==> src/rtl/mips_mem_pkg.sv <==
// Shared types for the unified-memory port arbiter and related memory-side FSMs.
//   arb_state_t : arbiter FSM states (IDLE -> BUSY -> RESP -> IDLE)
//   owner_t     : which pipeline port owns the access in flight
//   BE_W        : byte-enable width for the default 32-bit data path
package mips_mem_pkg;

    localparam int unsigned MEM_DATA_W = 32;
    localparam int unsigned BE_W       = MEM_DATA_W / 8;

    typedef enum logic [1:0] {
        IDLE,
        BUSY,
        RESP
    } arb_state_t;

    typedef enum logic {
        OWN_I,
        OWN_D
    } owner_t;

endpackage

==> src/rtl/arb_timeout_counter.sv <==
// Counts enabled cycles and flags the cycle in which the TIMEOUT-th enabled cycle occurs.
// Ports:
//   clk, rst_n : clock, asynchronous active-low reset
//   en_i       : count this cycle (e.g. waiting for an ack)
//   clr_i      : synchronous clear, dominates en_i
//   expired_o  : high during the TIMEOUT-th consecutive enabled cycle
module arb_timeout_counter #(
    parameter int unsigned TIMEOUT = 255
) (
    input  logic clk,
    input  logic rst_n,
    input  logic en_i,
    input  logic clr_i,
    output logic expired_o
);

    localparam int unsigned CntW = (TIMEOUT < 2) ? 1 : $clog2(TIMEOUT + 1);

    logic [CntW-1:0] cnt_q, cnt_d;

    // Combinational so the owning FSM can abort in the same cycle the limit is hit.
    assign expired_o = en_i && (cnt_q == CntW'(TIMEOUT - 1));

    always_comb begin
        cnt_d = cnt_q;
        if (clr_i) begin
            cnt_d = '0;
        end else if (en_i && !expired_o) begin
            cnt_d = cnt_q + 1'b1;
        end
    end

    always_ff @(posedge clk or negedge rst_n) begin
        if (!rst_n) begin
            cnt_q <= '0;
        end else begin
            cnt_q <= cnt_d;
        end
    end

endmodule

==> src/rtl/mem_port_arbiter.sv <==
// Shares one single-ported memory between instruction fetch (I) and load/store (D).
// Data has priority; after STARVE_MAX consecutive D grants with a fetch waiting, the
// fetch is forced through. An access that sees no mem_ack for TIMEOUT cycles is aborted
// with err and zeroed read data.
// Ports:
//   clk, rst_n                      : clock, asynchronous active-low reset
//   i_req/i_addr -> i_rdata/i_done  : fetch port, i_stall to PC/IF_ID
//   d_req/d_we/d_be/d_addr/d_wdata  : data port, d_rdata/d_done, d_stall to pipeline
//   err                             : pulses with done when an access timed out
//   mem_req/we/be/addr/wdata        : external request, held until mem_ack
//   mem_ack/mem_rdata               : external completion, read data valid with ack
module mem_port_arbiter
    import mips_mem_pkg::*;
#(
    parameter int unsigned ADDR_W     = 32,
    parameter int unsigned DATA_W     = 32,
    parameter int unsigned STARVE_MAX = 4,
    parameter int unsigned TIMEOUT    = 255
) (
    input  logic                clk,
    input  logic                rst_n,
    input  logic                i_req,
    input  logic [ADDR_W-1:0]   i_addr,
    output logic [DATA_W-1:0]   i_rdata,
    output logic                i_done,
    output logic                i_stall,
    input  logic                d_req,
    input  logic                d_we,
    input  logic [DATA_W/8-1:0] d_be,
    input  logic [ADDR_W-1:0]   d_addr,
    input  logic [DATA_W-1:0]   d_wdata,
    output logic [DATA_W-1:0]   d_rdata,
    output logic                d_done,
    output logic                d_stall,
    output logic                err,
    output logic                mem_req,
    output logic                mem_we,
    output logic [DATA_W/8-1:0] mem_be,
    output logic [ADDR_W-1:0]   mem_addr,
    output logic [DATA_W-1:0]   mem_wdata,
    input  logic                mem_ack,
    input  logic [DATA_W-1:0]   mem_rdata
);

    localparam int unsigned BeW = DATA_W / 8;
    localparam int unsigned StW = (STARVE_MAX < 2) ? 1 : $clog2(STARVE_MAX + 1);

    arb_state_t        state_q, state_d;
    owner_t            owner_q, owner_d;
    logic              mem_req_q, mem_req_d;
    logic              mem_we_q, mem_we_d;
    logic [BeW-1:0]    mem_be_q, mem_be_d;
    logic [ADDR_W-1:0] mem_addr_q, mem_addr_d;
    logic [DATA_W-1:0] mem_wdata_q, mem_wdata_d;
    logic [DATA_W-1:0] i_rdata_q, i_rdata_d;
    logic [DATA_W-1:0] d_rdata_q, d_rdata_d;
    logic              i_done_q, i_done_d;
    logic              d_done_q, d_done_d;
    logic              err_q, err_d;
    logic [StW-1:0]    starve_cnt_q, starve_cnt_d;

    logic              to_en;
    logic              to_clr;
    logic              to_expired;

    // Only cycles actually waiting on the memory count towards the timeout.
    assign to_en  = (state_q == BUSY) && !mem_ack;
    assign to_clr = (state_q == RESP);

    arb_timeout_counter #(
        .TIMEOUT (TIMEOUT)
    ) u_timeout (
        .clk       (clk),
        .rst_n     (rst_n),
        .en_i      (to_en),
        .clr_i     (to_clr),
        .expired_o (to_expired)
    );

    always_comb begin
        state_d      = state_q;
        owner_d      = owner_q;
        mem_req_d    = mem_req_q;
        mem_we_d     = mem_we_q;
        mem_be_d     = mem_be_q;
        mem_addr_d   = mem_addr_q;
        mem_wdata_d  = mem_wdata_q;
        i_rdata_d    = i_rdata_q;
        d_rdata_d    = d_rdata_q;
        starve_cnt_d = starve_cnt_q;
        i_done_d     = 1'b0;
        d_done_d     = 1'b0;
        err_d        = 1'b0;

        unique case (state_q)
            IDLE: begin
                if (!i_req) begin
                    starve_cnt_d = '0;
                end
                if (d_req && !(i_req && (starve_cnt_q == StW'(STARVE_MAX)))) begin
                    state_d     = BUSY;
                    owner_d     = OWN_D;
                    mem_req_d   = 1'b1;
                    mem_we_d    = d_we;
                    mem_be_d    = d_be;
                    mem_addr_d  = d_addr;
                    mem_wdata_d = d_wdata;
                    if (i_req && (starve_cnt_q != StW'(STARVE_MAX))) begin
                        starve_cnt_d = starve_cnt_q + 1'b1;
                    end
                end else if (i_req) begin
                    state_d      = BUSY;
                    owner_d      = OWN_I;
                    mem_req_d    = 1'b1;
                    mem_we_d     = 1'b0;
                    mem_be_d     = '1;
                    mem_addr_d   = i_addr;
                    mem_wdata_d  = '0;
                    starve_cnt_d = '0;
                end
            end
            BUSY: begin
                if (mem_ack || to_expired) begin
                    state_d   = RESP;
                    mem_req_d = 1'b0;
                    err_d     = !mem_ack;
                    if (owner_q == OWN_I) begin
                        i_done_d  = 1'b1;
                        i_rdata_d = mem_ack ? mem_rdata : '0;
                    end else begin
                        d_done_d = 1'b1;
                        // Stores leave the load-data register untouched.
                        if (!mem_we_q) begin
                            d_rdata_d = mem_ack ? mem_rdata : '0;
                        end
                    end
                end
            end
            RESP: begin
                // No arbitration here: a request still high is the one just finished.
                state_d = IDLE;
            end
            default: begin
                state_d = IDLE;
            end
        endcase
    end

    always_ff @(posedge clk or negedge rst_n) begin
        if (!rst_n) begin
            state_q      <= IDLE;
            owner_q      <= OWN_I;
            mem_req_q    <= 1'b0;
            mem_we_q     <= 1'b0;
            mem_be_q     <= '0;
            mem_addr_q   <= '0;
            mem_wdata_q  <= '0;
            i_rdata_q    <= '0;
            d_rdata_q    <= '0;
            i_done_q     <= 1'b0;
            d_done_q     <= 1'b0;
            err_q        <= 1'b0;
            starve_cnt_q <= '0;
        end else begin
            state_q      <= state_d;
            owner_q      <= owner_d;
            mem_req_q    <= mem_req_d;
            mem_we_q     <= mem_we_d;
            mem_be_q     <= mem_be_d;
            mem_addr_q   <= mem_addr_d;
            mem_wdata_q  <= mem_wdata_d;
            i_rdata_q    <= i_rdata_d;
            d_rdata_q    <= d_rdata_d;
            i_done_q     <= i_done_d;
            d_done_q     <= d_done_d;
            err_q        <= err_d;
            starve_cnt_q <= starve_cnt_d;
        end
    end

    assign mem_req   = mem_req_q;
    assign mem_we    = mem_we_q;
    assign mem_be    = mem_be_q;
    assign mem_addr  = mem_addr_q;
    assign mem_wdata = mem_wdata_q;
    assign i_rdata   = i_rdata_q;
    assign d_rdata   = d_rdata_q;
    assign i_done    = i_done_q;
    assign d_done    = d_done_q;
    assign err       = err_q;

    assign i_stall = i_req & ~i_done_q;
    assign d_stall = d_req & ~d_done_q;

endmodule

==> config.mk <==
export PLATFORM = sky130hd
export DESIGN_NAME = mem_port_arbiter
export DESIGN_NICKNAME = d
export VERILOG_FILES = /design/src/rtl/mips_mem_pkg.sv /design/src/rtl/arb_timeout_counter.sv /design/src/rtl/mem_port_arbiter.sv
export SDC_FILE = /design/constraint.sdc
export NUM_CORES = 1
export LEC_CHECK = 0
export ABC_CLOCK_PERIOD_IN_PS = 2220
export BUFFER_PORTS_ARGS = -buffer_cell sky130_fd_sc_hd__buf_4
export CAP_MARGIN = 10
export CORE_UTILIZATION = 49
export DETAILED_ROUTE_END_ITERATION = 10
export PLACE_DENSITY = 0.83
export SLEW_MARGIN = 20
export SYNTH_ARGS = -nofsm -noshare
export SYNTH_HDL_FRONTEND = slang
export SYNTH_SLANG_ARGS = --single-unit
==> constraint.sdc <==
create_clock -name clk -period 2.22 [get_ports clk]
set_input_delay 0.111 -clock clk [delete_from_list [all_inputs] [get_ports clk]]
set_output_delay 0.111 -clock clk [all_outputs]
set_load 0.03 [all_outputs]
==> results of run 1 <==
[critical path: stages (launching register included)]
cell and delay, ns:
dfrtp_1 0.38, inv_1 0.09, ha_1 0.16, nand3_1 0.11, buf_6 0.14, and2_1 0.18, buf_4 0.19, o221ai_1 0.22
dlygate4sd3_1 0.60
[power by group through the flow]
stage,Sequential [mW],Combinational [mW],Clock [mW]
floorplan,6.70,2.60,0
global placement,4.71,7.21,0
detailed placement,4.75,7.33,0
CTS,4.74,7.80,2.75
global route,4.96,8.51,2.87
finish,4.86,8.08,2.73
[through the flow]
step / utilization, % / power (mW) / setup slack (ns) / instance area [sq um] / setup TNS, ns
floorplan: - / 9.30 / 0.578 / 6880 / 0
global placement: 67.8 / 11.9 / 0.446 / 9130 / 0
detailed placement: 67.8 / 12.1 / 0.380 / 9130 / 0
CTS: 80.9 / 15.3 / 0.0180 / 10900 / 0
global route: 81.1 / 16.3 / -0.0290 / 10900 / -0.0290
finish: 81.1 / 15.7 / 0.0772 / 10900 / 0
[how the worst max path moves through the flow]
stage and end:
5_1_grt mem_addr[4], 3_5_place_dp i_rdata[8], 6_report mem_addr[4], 2_1_floorplan d_rdata[10], 4_1_cts mem_addr[21], 3_3_place_gp i_rdata[6]
[final cells by class]
cell class	count	area, sq um	area share, %
well taps	176	220	2.02
diodes	1	2.50	0.0229
clock inverters	3	42.5	0.390
clock buffers	25	505	4.63
multi-input cells	365	2480	22.7
inverters	102	383	3.51
flip-flops and latches	151	3780	34.6
repair buffers	419	3500	32.1
[registers in the layout, summed over array words and instances, names as in the netlist]
signal and cells:
d_done 1, d_rdata 32, err 1, i_done 1
i_rdata 32, mem_addr 32, mem_be 4, mem_req 1
mem_wdata 32, mem_we 1, owner_q 1, starve_cnt_q 3
state_q 2, u_timeout.cnt_q 8
[cells in the mapped netlist, drive strengths merged]
cell type,number,area (sq um)
o21bai,1,7.51
o21ai,36,180
a22oi,32,240
a2bb2oi,1,8.76
nor3,2,10.0
nand3,69,345
o22a,4,35.0
mux2i,6,60.1
clkbuf,47,176
and4bb,2,25.0
and3,6,37.5
a22o,33,289
a311oi,1,8.76
a21oi,1,5.00
o211ai,35,263
dfrtp,151,3780
nand4,37,231
ha,4,50.1
a41oi,1,8.76
or3b,2,20.0
nor2,1,6.26
inv,102,383
a21o,1,7.51
and2,4,25.0
buf,14,78.8
nor2b,4,25.0
or4,1,7.51
or2,1,6.26
nor4,2,12.5
o221ai,32,280
nor3b,1,7.51
nand2,9,33.8
o41ai,1,8.76
and2b,1,7.51
nand2b,34,213
[what timing repair did]
item,4_1_cts,5_1_grt
endpoints found under the hold margin,190,0
buffers inserted,0,3
gates resized for setup,0,4
hold buffers,121,0
endpoints found under the setup margin,0,19
[routing by layer]
metal  GRT usage [%]  routed length, um  share of wire [%]  up-vias
met4            20.5               1350                5.3        0
met1            39.9               9380                 37     3553
li1                -                  -                  -     3182
met2            56.3              12500                 49      465
met3            9.34               2190                8.6      119
met5               0                  0                  0        -
[cells by family after synthesis]
| family | synth area share (%) |
|---|---|
| buffers and inverters | 9.27 |
| adder cells (fa/ha/maj) | 0.727 |
| multiplexers | 0.873 |
| AO/OA/AOI/OAI | 19.5 |
| flip-flops | 54.9 |
| AND/OR/NAND/NOR | 14.7 |
==> flow_metrics.tcl, run 1 <==
set metrics [dict create \
    grt_usage_pct 34.2 \
    drc 0 \
    cp_data_required_time_ns 2.57 \
    worst_pin_slew_ns 0.569 \
    htreeDepth 4 \
    p_comb_share_pct 51.6 \
    die_height_um 121 \
    r2r_slack_ns 0.08 \
    fillers 693 \
    worstRegToRegCells 8 \
    drt-vias-per-instance 5.89 \
    gr-total-overflow 0 \
    powerDensity_nw_per_um2 1440 \
    routedWlPerCell_um 20.5 \
    worstHoldPathCells 3 \
    mostFrequentLayoutCells "buf_4 (292), dfrtp_1 (151), dlygate4sd3_1 (120)" \
    dr.pass1.iters 5 \
    yosysWarnings 0 \
    skew_ns 0.0138 \
    cp_max_fo 11 \
    internal_power_mw 8.81 \
    syn_area_per_cell_sq_um 10.1 \
    drt-initial-drc-count 877 \
    grt_pass1_wl_um 37800 \
    core_area_sq_um 13500 \
    critical_path_class "flop to flop" \
    vias 7319 \
    fin_crit_ns 2.14 \
    syn_to_final_growth_pct 58.6 \
    dpl.hpwl_um 13700 \
    clock_path_buffers 2 \
    ys_ff_latch 151 \
    seq_area_frac_synth_pct 54.9 \
    seqPwrFrac_pct 31.0 \
    grt_start_max_net_pins 61 \
    critPathLaunch "starve_cnt_q[0]" \
    slew-limit-headroom_pct 62.1 \
    slew_viol_final 0 \
    hp-class "primary input to flop" \
    r2r_start "starve_cnt_q[0]" \
    power_leakage_nw 5.45 \
    r2r_end "mem_addr[4]" \
    fin_crit_sh_pct 96.5 \
    end_kind "flop" \
    antenna_left 0 \
    clockRootBuffer "clkbuf_16" \
    synthesis.area_sq_um 6880 \
    grt_pass1_vias 7221 \
    fin_nets 1198 \
    switching_share_pct 43.8 \
    outcome "finished clean" \
    setup_violations 0 \
    cts_inserted_buffers 17 \
    max_freq_mhz 467 \
    fp.dieArea_sq_um 14500 \
    cts_tree "yes" \
    timing.hold.ws_ns 0.00939 \
    start_kind "flop" \
    fp-row-count 42 \
    switchingPower_mw 6.86 \
    start_util_pct 51.2 \
    drt-total-wl_um 25400 \
    syn_inst 679 \
    syn-num-nets 821 \
    dp_cells 1090 \
    synth.distinct_cells 39 \
    cp.arrival_ns 2.49 \
    final_common_cell "buf_4" \
    fp.dieW_um 121 \
    antenna_found_initial 1 \
    finalWeightedCongestion 0.838 \
    clk_pin_slew_worst_paths_ns 0.06 \
    port_buffers 276 \
    min_from "i_addr[20]" \
    min_to "mem_addr[20]" \
    drive_above_1_share_pct 31.0 \
    hold_violations 0 \
    layout.cells.non_filler 1242 \
    clock_latency_ns 0.42 \
    max-vdd-ir-drop_mv 0.829 \
    ios 277 \
    cts_sinks 151 \
    cap_violations 0 \
    pwr-share-clk_pct 17.4 \
]
No activity file was read; power rests on OpenSTA's default activity.
==> inputs of run 2 (changes only) <==
--- a/config.mk
+++ b/config.mk
@@ -8,6 +8,7 @@
 export ABC_CLOCK_PERIOD_IN_PS = 2220
 export BUFFER_PORTS_ARGS = -buffer_cell sky130_fd_sc_hd__buf_4
 export CAP_MARGIN = 10
+export CORE_MARGIN = 2
 export CORE_UTILIZATION = 49
 export DETAILED_ROUTE_END_ITERATION = 10
 export PLACE_DENSITY = 0.83
==> run 2 against run 1 <==
Compared with the run above: fmax grew 3.6%; utilization fell by 1.8 points; hold slack got worse by 0.0035 ns; critical endpoint is now mem_addr[29].
==> flow_metrics.tcl, run 2 (synthesized netlist as in run 1, its figures left out) <==
set metrics [dict create \
    max-vdd-ir-drop_mv 0.897 \
    fin_crit_sh_pct 93.2 \
    rsz0062_at_grt "false" \
    grt_usage_pct 35.4 \
    clock_latency_ns 0.43 \
    dp_cells 1087 \
    vias 7364 \
    finalWorstSetupSlack_ns 0.151 \
    r2r_start "state_q[1]" \
    gr-total-overflow 0 \
    hp-class "primary input to async pin" \
    cts_sinks 151 \
    critical_path_class "flop to flop" \
    antenna_left 0 \
    cp_data_required_time_ns 2.55 \
    die_height_um 123 \
    syn_to_final_growth_pct 59.4 \
    port_buffers 276 \
    power_leakage_nw 5.43 \
    cts_inserted_buffers 17 \
    clock_path_buffers 2 \
    finalWeightedCongestion 0.838 \
    antenna_found_initial 2 \
    grt_start_max_net_pins 151 \
    cap_violations 0 \
    setup_violations 0 \
    layout.area.seq_sq_um 3780 \
    fp.dieW_um 123 \
    clockRootBuffer "clkbuf_16" \
    final_common_cell "buf_4" \
    powerDensity_nw_per_um2 1450 \
    fin_crit_ns 2.07 \
    drc 0 \
    mostFrequentLayoutCells "buf_4 (284), dfrtp_1 (151), dlygate4sd3_1 (122)" \
    hold_violations 0 \
    multiInputGateArea_sq_um 2480 \
    ios 277 \
    start_util_pct 49.8 \
    worstSetupEndpoint "mem_addr[29]" \
    worst_pin_slew_ns 0.830 \
    critPathLaunch "state_q[1]" \
    outcome "finished clean" \
    fillers 738 \
    r2r_end "mem_addr[29]" \
    pre_cts_ws_ns 0.168 \
    core_area_sq_um 13800 \
    fp.dieArea_sq_um 15000 \
    cp.arrival_ns 2.40 \
    dpl.hpwl_um 13800 \
    drt-initial-drc-count 939 \
    setup_tns_ns 0 \
    worstRegToRegCells 5 \
    htreeDepth 4 \
    r2r_slack_ns 0.15 \
    start_kind "flop" \
    layout.cells.non_filler 1242 \
    fin_nets 1190 \
    cp_max_fo 53 \
    routedWlPerCell_um 21.1 \
    slew_viol_final 0 \
    end_kind "flop" \
    slew-limit-headroom_pct 44.7 \
    drive_above_1_share_pct 30.9 \
    grt_pass1_vias 7504 \
    cts_tree "yes" \
    drt-vias-per-instance 5.93 \
    clk_pin_slew_worst_paths_ns 0.06 \
    dr.pass1.iters 7 \
    drt-total-wl_um 26200 \
    fp-row-count 43 \
    max_freq_mhz 483 \
    grt_pass1_wl_um 40700 \
    skew_ns 0.0105 \
    post_cts_resized 0 \
]
## run 2: changes by cell type in the layout (fill, tap and decap cells not counted), moves of 3 or more
| cell | change |
|---|---|
| buf_4 | -8 |
| bufinv_16 | +4 |
| clkbuf_8 | -5 |
| clkinv_4 | +3 |
| clkbuf_1 | -3 |
## run 2: worst max-delay path, stage by stage, from the launching register on
cell	delay, ns
dfrtp_1	0.49
nor2_4	0.19
buf_4	0.47
nand4_1	0.14
dlygate4sd3_1	0.59
o221ai_1	0.08
## run 2: worst min-delay path by stage
stage / endpoint / cells after the start
after floorplan: d_done / 0
after global placement: d_rdata[24] / 1
after detailed placement: d_rdata[24] / 1
after CTS: mem_addr[7] / 3
after global routing: d_rdata[24] / 2
final: d_rdata[24] / 2
## run 2: routing by layer
| metal | up-vias | track usage, % | wire (um) |
|---|---|---|---|
| li1 | 3184 | - | - |
| met1 | 3518 | 40.3 | 9390 |
| met2 | 516 | 56.4 | 12500 |
| met3 | 144 | 14.8 | 2740 |
| met4 | 2 | 19.6 | 1600 |
| met5 | - | 0 | 12 |
## run 2: timing repair
action / in CTS / in global routing
hold buffers: 122 / 0
buffers inserted: 0 / 0
setup endpoints to repair: 0 / 0
endpoints found under the hold margin: 278 / 0
## run 2: power breakdown
part,switching [mW],internal [mW]
Clock,1.21,2.00
Combinational,4.82,3.02
Sequential,0.932,3.90
Total,6.96,8.92
## run 2: final cells by class
class / instances / share of cell area (%)
tap: 180 / 2.05
clock buffer: 17 / 3.88
inverter: 102 / 3.49
multi-input combinational: 365 / 22.6
clock inverter: 15 / 2.06
sequential: 151 / 34.4
antenna: 1 / 0.0228
timing repair buffer: 411 / 31.4
## run 2: per-stage QoR
| stage | instance area (sq um) | hold WS [ns] | utilization [%] | power, mW |
|---|---|---|---|---|
| 6_report | 11000 | 0.00588 | 79.3 | 15.9 |
| 5_1_grt | 11000 | 0.00586 | 79.3 | 16.6 |
| 4_1_cts | 11000 | 0.000844 | 79.3 | 15.6 |
| 3_5_place_dp | 9090 | -0.114 | 65.8 | 12.1 |
| 3_3_place_gp | 9090 | -0.115 | 65.8 | 11.9 |
| 2_1_floorplan | 6880 | -0.185 | - | 9.30 |
